[src/rtl/spi_sub_if.sv]
// SPI pins and AES-side block handshake for the spi_sub endpoint.
// slave modport is the endpoint's view; master is the SPI main / AES core view.
interface spi_sub_if #(
    parameter int DATA_W = 128
);
    logic              sclk;
    logic              cs_n;
    logic              mosi;
    logic              miso;
    logic [0:DATA_W-1] tx_data;
    logic              tx_valid;
    logic              tx_ready;
    logic [0:DATA_W-1] rx_data;
    logic              rx_valid;
    logic              busy;

    modport slave (
        input  sclk, cs_n, mosi, tx_data, tx_valid,
        output miso, tx_ready, rx_data, rx_valid, busy
    );

    modport master (
        output sclk, cs_n, mosi, tx_data, tx_valid,
        input  miso, tx_ready, rx_data, rx_valid, busy
    );
endinterface

[src/rtl/spi_sub.sv]
// SPI subordinate endpoint: oversampled sclk/cs_n/mosi, full-duplex DATA_W-bit frames.
// Optional macro SPI_SUB_ECHO_EN: an empty holding register sends the last received block.
//
// state     | meaning
// WAIT_HIGH | after reset, wait for a settled cs_n=1 before accepting frames
// IDLE      | between frames, waiting for cs_n to fall
// SHIFT     | frame in progress, one bit per sclk falling edge
// DONE      | full block received, ignore sclk until cs_n rises
module spi_sub #(
    parameter int DATA_W      = 128,
    parameter int SYNC_STAGES = 2
) (
    input  logic         clk,
    input  logic         rst,
    spi_sub_if.slave     bus
);
    localparam int CW = $clog2(DATA_W) + 1;
    localparam int PW = $clog2(SYNC_STAGES + 1);
    localparam logic [CW-1:0] LAST_BIT = CW'(DATA_W - 1);

    typedef enum logic [1:0] {
        WAIT_HIGH = 2'd0,
        IDLE      = 2'd1,
        SHIFT     = 2'd2,
        DONE      = 2'd3
    } state_t;

    state_t state_q, state_d;

    logic [SYNC_STAGES-1:0] sclk_sr, cs_sr, mosi_sr;
    logic                   sclk_prev, cs_prev;
    logic                   sclk_sync, cs_sync, mosi_sync;
    logic                   sclk_fall, cs_fall, cs_rise;
    logic [PW-1:0]          prime_cnt;
    logic                   primed;

    logic [0:DATA_W-1] hold_data;
    logic              hold_full;
    logic              tx_hs;
    logic [0:DATA_W-1] load_word;
    logic [0:DATA_W-1] tx_shift;
    logic [0:DATA_W-2] rx_shift;
    logic [0:DATA_W-1] rx_data_q;
    logic              rx_valid_q;
    logic [CW-1:0]     bit_cnt;

    logic start_frame, shift_bit, finish_frame, abort_frame;

    // Synchronizers; cs_n chain resets high so reset never fabricates a falling edge.
    always_ff @(posedge clk) begin
        if (rst) begin
            sclk_sr   <= '0;
            cs_sr     <= '1;
            mosi_sr   <= '0;
            sclk_prev <= 1'b0;
            cs_prev   <= 1'b1;
        end else begin
            sclk_sr   <= {sclk_sr[SYNC_STAGES-2:0], bus.sclk};
            cs_sr     <= {cs_sr[SYNC_STAGES-2:0], bus.cs_n};
            mosi_sr   <= {mosi_sr[SYNC_STAGES-2:0], bus.mosi};
            sclk_prev <= sclk_sync;
            cs_prev   <= cs_sync;
        end
    end

    assign sclk_sync = sclk_sr[SYNC_STAGES-1];
    assign cs_sync   = cs_sr[SYNC_STAGES-1];
    assign mosi_sync = mosi_sr[SYNC_STAGES-1];
    assign sclk_fall = sclk_prev & ~sclk_sync;
    assign cs_fall   = cs_prev & ~cs_sync;
    assign cs_rise   = ~cs_prev & cs_sync;

    // The cs_n chain still holds its reset value for SYNC_STAGES cycles; WAIT_HIGH
    // must not trust it until real samples have flushed it, or a reset released
    // with cs_n low would look like an idle line followed by a fresh frame start.
    always_ff @(posedge clk) begin
        if (rst) begin
            prime_cnt <= PW'(SYNC_STAGES);
        end else if (prime_cnt != '0) begin
            prime_cnt <= prime_cnt - 1'b1;
        end
    end

    assign primed = (prime_cnt == '0);

    always_ff @(posedge clk) begin
        if (rst) begin
            state_q <= WAIT_HIGH;
        end else begin
            state_q <= state_d;
        end
    end

    always_comb begin
        state_d      = state_q;
        start_frame  = 1'b0;
        shift_bit    = 1'b0;
        finish_frame = 1'b0;
        abort_frame  = 1'b0;
        case (state_q)
            WAIT_HIGH: begin
                if (primed && cs_sync) begin
                    state_d = IDLE;
                end
            end
            IDLE: begin
                if (cs_fall) begin
                    start_frame = 1'b1;
                    state_d     = SHIFT;
                end
            end
            SHIFT: begin
                // cs_rise outranks a coincident sclk_fall
                if (cs_rise) begin
                    abort_frame = 1'b1;
                    state_d     = IDLE;
                end else if (sclk_fall) begin
                    shift_bit = 1'b1;
                    if (bit_cnt == LAST_BIT) begin
                        finish_frame = 1'b1;
                        state_d      = DONE;
                    end
                end
            end
            DONE: begin
                if (cs_rise) begin
                    state_d = IDLE;
                end
            end
            default: state_d = WAIT_HIGH;
        endcase
    end

    assign tx_hs = bus.tx_valid & ~hold_full;

`ifdef SPI_SUB_ECHO_EN
    assign load_word = hold_full ? hold_data : rx_data_q;
`else
    assign load_word = hold_full ? hold_data : '0;
`endif

    // Holding register: a handshake on the frame-start cycle only happens when the
    // register is empty, so the new word is kept for the following frame.
    always_ff @(posedge clk) begin
        if (rst) begin
            hold_data <= '0;
            hold_full <= 1'b0;
        end else if (tx_hs) begin
            hold_data <= bus.tx_data;
            hold_full <= 1'b1;
        end else if (start_frame) begin
            hold_full <= 1'b0;
        end
    end

    // miso is tx_shift[0]; clearing tx_shift parks miso low outside a frame.
    always_ff @(posedge clk) begin
        if (rst) begin
            tx_shift   <= '0;
            rx_shift   <= '0;
            rx_data_q  <= '0;
            rx_valid_q <= 1'b0;
            bit_cnt    <= '0;
        end else begin
            rx_valid_q <= 1'b0;
            if (start_frame) begin
                tx_shift <= load_word;
                bit_cnt  <= '0;
            end
            if (shift_bit) begin
                rx_shift <= {rx_shift[1:DATA_W-2], mosi_sync};
                tx_shift <= {tx_shift[1:DATA_W-1], 1'b0};
                bit_cnt  <= bit_cnt + 1'b1;
            end
            if (finish_frame) begin
                rx_data_q  <= {rx_shift, mosi_sync};
                rx_valid_q <= 1'b1;
                tx_shift   <= '0;
            end
            if (abort_frame) begin
                tx_shift <= '0;
            end
        end
    end

    assign bus.miso     = tx_shift[0];
    assign bus.tx_ready = ~hold_full;
    assign bus.rx_data  = rx_data_q;
    assign bus.rx_valid = rx_valid_q;
    assign bus.busy     = (state_q == SHIFT);

endmodule

[src/flat_wrapper.sv]
// flat-port wrapper written by rule: the top's interface ports become plain ports
module spi_sub_flat 
#(
    parameter int DATA_W      = 128,
    parameter int SYNC_STAGES = 2
)
  (clk, rst, bus_sclk, bus_cs_n, bus_mosi, bus_tx_data, bus_tx_valid, bus_miso, bus_tx_ready, bus_rx_data, bus_rx_valid, bus_busy);
  spi_sub_if #(.DATA_W(DATA_W)) bus_i ();
  input  logic clk;
  input  logic rst;
  input wire logic [$bits(bus_i.sclk)-1:0] bus_sclk;
  input wire logic [$bits(bus_i.cs_n)-1:0] bus_cs_n;
  input wire logic [$bits(bus_i.mosi)-1:0] bus_mosi;
  input wire logic [$bits(bus_i.tx_data)-1:0] bus_tx_data;
  input wire logic [$bits(bus_i.tx_valid)-1:0] bus_tx_valid;
  output wire logic [$bits(bus_i.miso)-1:0] bus_miso;
  output wire logic [$bits(bus_i.tx_ready)-1:0] bus_tx_ready;
  output wire logic [$bits(bus_i.rx_data)-1:0] bus_rx_data;
  output wire logic [$bits(bus_i.rx_valid)-1:0] bus_rx_valid;
  output wire logic [$bits(bus_i.busy)-1:0] bus_busy;
  assign bus_i.sclk = bus_sclk;
  assign bus_i.cs_n = bus_cs_n;
  assign bus_i.mosi = bus_mosi;
  assign bus_i.tx_data = bus_tx_data;
  assign bus_i.tx_valid = bus_tx_valid;
  assign bus_miso = bus_i.miso;
  assign bus_tx_ready = bus_i.tx_ready;
  assign bus_rx_data = bus_i.rx_data;
  assign bus_rx_valid = bus_i.rx_valid;
  assign bus_busy = bus_i.busy;
  spi_sub #(.DATA_W(DATA_W), .SYNC_STAGES(SYNC_STAGES)) u_core (.clk(clk), .rst(rst), .bus(bus_i));
endmodule
[config.mk]
export PLATFORM = sky130hd
export DESIGN_NAME = spi_sub_flat
export DESIGN_NICKNAME = d
export VERILOG_FILES = /design/src/rtl/spi_sub_if.sv /design/src/rtl/spi_sub.sv /design/src/flat_wrapper.sv
export SDC_FILE = /design/constraint.sdc
export NUM_CORES = 1
export LEC_CHECK = 0
export CAP_MARGIN = 10
export CORE_UTILIZATION = 55
export CTS_BUF_LIST = sky130_fd_sc_hd__clkbuf_16
export DETAILED_ROUTE_END_ITERATION = 10
export GPL_ROUTABILITY_DRIVEN = 0
export HOLD_SLACK_MARGIN = 0.02
export PLACE_DENSITY = 0.88
export SETUP_SLACK_MARGIN = 0.4
export SYNTH_ARGS = -nofsm -noshare
export SYNTH_HDL_FRONTEND = slang
export SYNTH_SLANG_ARGS = --single-unit
[constraint.sdc]
create_clock -name clk -period 4.7 [get_ports clk]
set_clock_uncertainty 0.15 [all_clocks]
set_input_delay 0.705 -clock clk [delete_from_list [all_inputs] [get_ports clk]]
set_output_delay 0.705 -clock clk [all_outputs]
set_load 0.05 [all_outputs]
==> flow_metrics.env <==
export IMPL_status="finished clean"
export IMPL_dieArea_sq_um=37500
export IMPL_drive_gt1_share_pct=4.089
export IMPL_netlist_instances=2526
export IMPL_layout_min_cycle_time_ps=3211
export IMPL_maxCapViolCount=0
export IMPL_post_cts_setup_buffers=0
export IMPL_row_count=69
export IMPL_finalCritPeriodShare_pct=68.33
export IMPL_mostFrequentLayoutCell="dfxtp_1"
export IMPL_ys_warn_count=0
export IMPL_synth_top_family_by_area="simple AND/OR/NAND/NOR gates"
export IMPL_cts_made_buffers=52
export IMPL_final_nets=2769
export IMPL_ys_ff_latch=533
export IMPL_wirelength_um=51540
export IMPL_drt_iter0_markers=1994
export IMPL_vias_per_cell=5.873
export IMPL_hold_viol=0
export IMPL_worstPathMaxFanout=6
export IMPL_hold_ws_ps=260.8
export IMPL_yosys_area_share_adder_pct=0.4335
export IMPL_hold_path_class="flop to flop"
export IMPL_setup_tns_ps=0
export IMPL_synth_nets=2667
export IMPL_synth_cell_area_sq_um=20200
export IMPL_endpoint_kind="primary output"
export IMPL_slew_headroom_pct=18.07
export IMPL_core_sq_um=35830
export IMPL_worst_pin_slew_ps=1229
export IMPL_wl_per_cell_um=16.48
export IMPL_cts_repair_resized=0
export IMPL_cts_sink_count=533
export IMPL_utilization_pct=68.14
export IMPL_die_w_um=193.7
export IMPL_postRouteAntennaNets=0
export IMPL_regArea_sq_um=10670
export IMPL_grt_overflow=0
export IMPL_fmax_ghz=0.3114
export IMPL_dr_pass1_iters=5
export IMPL_synth_distinct_cells=37
export IMPL_yosys_top_cells_area="dfxtp_1, a21oi_1, nand2_1"
export IMPL_multi_input_area_sq_um=8613
export IMPL_antenna_found_initial=1
export IMPL_synth_compound_area_share_pct=18.12
export IMPL_avgSynthCellArea_sq_um=7.998
export IMPL_irDropWorstVdd_mv=0.3283
export IMPL_critPathLaunchType="flop"
export IMPL_io_pins=266
export IMPL_cts_htree_levels=2
export IMPL_grt_pass1_vias=16830
export IMPL_synth_area_leader_cell="dfxtp_1"
export IMPL_cts_max_path_buffers=3
export IMPL_die_y_um=193.7
export IMPL_drc=0
export IMPL_yosysSeqAreaShare_pct=52.82
export IMPL_fillers=2715
export IMPL_drv_slew=0
export IMPL_path_class="flop to primary output"
export IMPL_mostFrequentLayoutCells="dfxtp_1, nand2_1, a21oi_1"
export IMPL_p_per_area_nw_per_um2=374.3
export IMPL_vias=18370
export IMPL_yosys_area_share_simple_pct=23.50
export IMPL_leakage_nw=9.118
export IMPL_syn_to_final_growth_pct=20.84
export IMPL_grt_max_degree=203
export IMPL_rsz0062_at_grt="false"
export IMPL_synthMuxAreaShare_pct=0.2106
export IMPL_yosysTopAreaCellShare_pct=52.82
export IMPL_synth_xor_area_share_pct=0.08671
export IMPL_path_clk_slew_ps=60
export IMPL_worst_ep_arrival_time_ps=2360
export IMPL_hpwlAfterDp_um=29210
export IMPL_cts_hold_buf=0
export IMPL_track_usage_pct=26.18
export IMPL_cts_root_buf="clkbuf_16"
export IMPL_clkLatencyLatePin_ps=600
export IMPL_cp_required_ps=3850
export IMPL_portBuffers=265
export IMPL_cts_tree="done"
export IMPL_setup_viol=0
export IMPL_grt_pass1_wl_um=83520
export IMPL_initial_core_util_pct=56.39
-- worst max-delay path: stages, from the launching register on --
cell             delay (ps)
dfxtp_1                 340
inv_1                   120
ha_1                    370
clkdlybuf4s50_1         930
-- cell families (layout without fill, tap and decap cells) --
logic type	count (synthesis)	after routing
XOR/XNOR	2	2
flip-flops	533	533
adder cells (fa/ha/maj)	7	7
buffers and inverters	249	389
AO/OA/AOI/OAI	660	660
other	0	1
multiplexers	4	4
AND/OR/NAND/NOR	1071	1071
-- sequential cells by signal, summed over array words and instances (netlist names) --
name / cells
u_core.cs_prev: 1
u_core.cs_sr: 2
u_core.bus.rx_data: 128
u_core.sclk_prev: 1
u_core.sclk_sr: 2
u_core.tx_shift: 128
u_core.rx_shift: 127
u_core.prime_cnt: 2
u_core.mosi_sr: 2
u_core.bit_cnt: 8
u_core.bus.rx_valid: 1
u_core.state_q: 2
u_core.hold_full: 1
u_core.hold_data: 128
-- final timing paths --
check | startpoint | cells after the start | end | slack [ps]
worst max-delay path | u_core.state_q[0] | 3 | bus_busy | 1490
worst min-delay path | u_core.cs_sr[0] | 1 | u_core.cs_sr[1] | 260
worst max register to register | u_core.state_q[0] | 7 | u_core.bus.rx_data[79] | 1590
worst min register to register | u_core.cs_sr[0] | 1 | u_core.cs_sr[1] | 260
-- synth_stat cells, drive strengths merged --
cell type and instances:
a2111oi 1, a211oi 128, a21boi 1, a21oi 392, a2bb2oi 1, a311oi 1
a31oi 1, and3 128, and3b 1, buf 26, clkbuf 216, dfxtp 533
ha 7, inv 7, mux2 2, mux2i 2, nand2 520, nand2b 2
nand3 133, nand3b 3, nand4 1, nor2 134, nor2b 9, nor3 129
nor4 3, nor4b 1, o211ai 1, o21ai 132, o221ai 2, or2 3
or3 2, or4 2, xor2 2
-- metrics by stage --
step           worst slack (ps)  cell area, sq um  total power [mW]  instances
3_5_place_dp               1636             22780             5.307       3033
2_1_floorplan              2200             20200             5.081       2526
6_report                   1489             24410             9.138       3128
3_3_place_gp               1765             22780             5.282       3033
5_1_grt                    1361             24410             9.439       3128
4_1_cts                    1452             24360             9.179       3125
-- final cells by class --
type	count	share of cell area (%)
inverter	7	0.1076
clock inverter	40	1.148
timing repair buffer	290	12.04
multi-input combinational	1744	35.28
sequential	533	43.71
tap	461	2.363
antenna	1	0.01025
clock buffer	52	5.330
-- metal layers --
metal | vias to the layer above | routed length [um] | GRT usage [%]
met1 | 8762 | 22340 | 35.63
met2 | 668 | 24190 | 41.21
met5 | - | 0 | 0
met3 | 94 | 3656 | 4.853
met4 | 0 | 1349 | 10.22
li1 | 8847 | - | -
-- power by group --
part	leakage (nW)	internal [mW]	switching (mW)
Combinational	3.99	0.215	0.348
Sequential	4.31	4.61	0.0472
Clock	0.817	2.17	1.75
No activity file was read; power rests on OpenSTA's default activity.
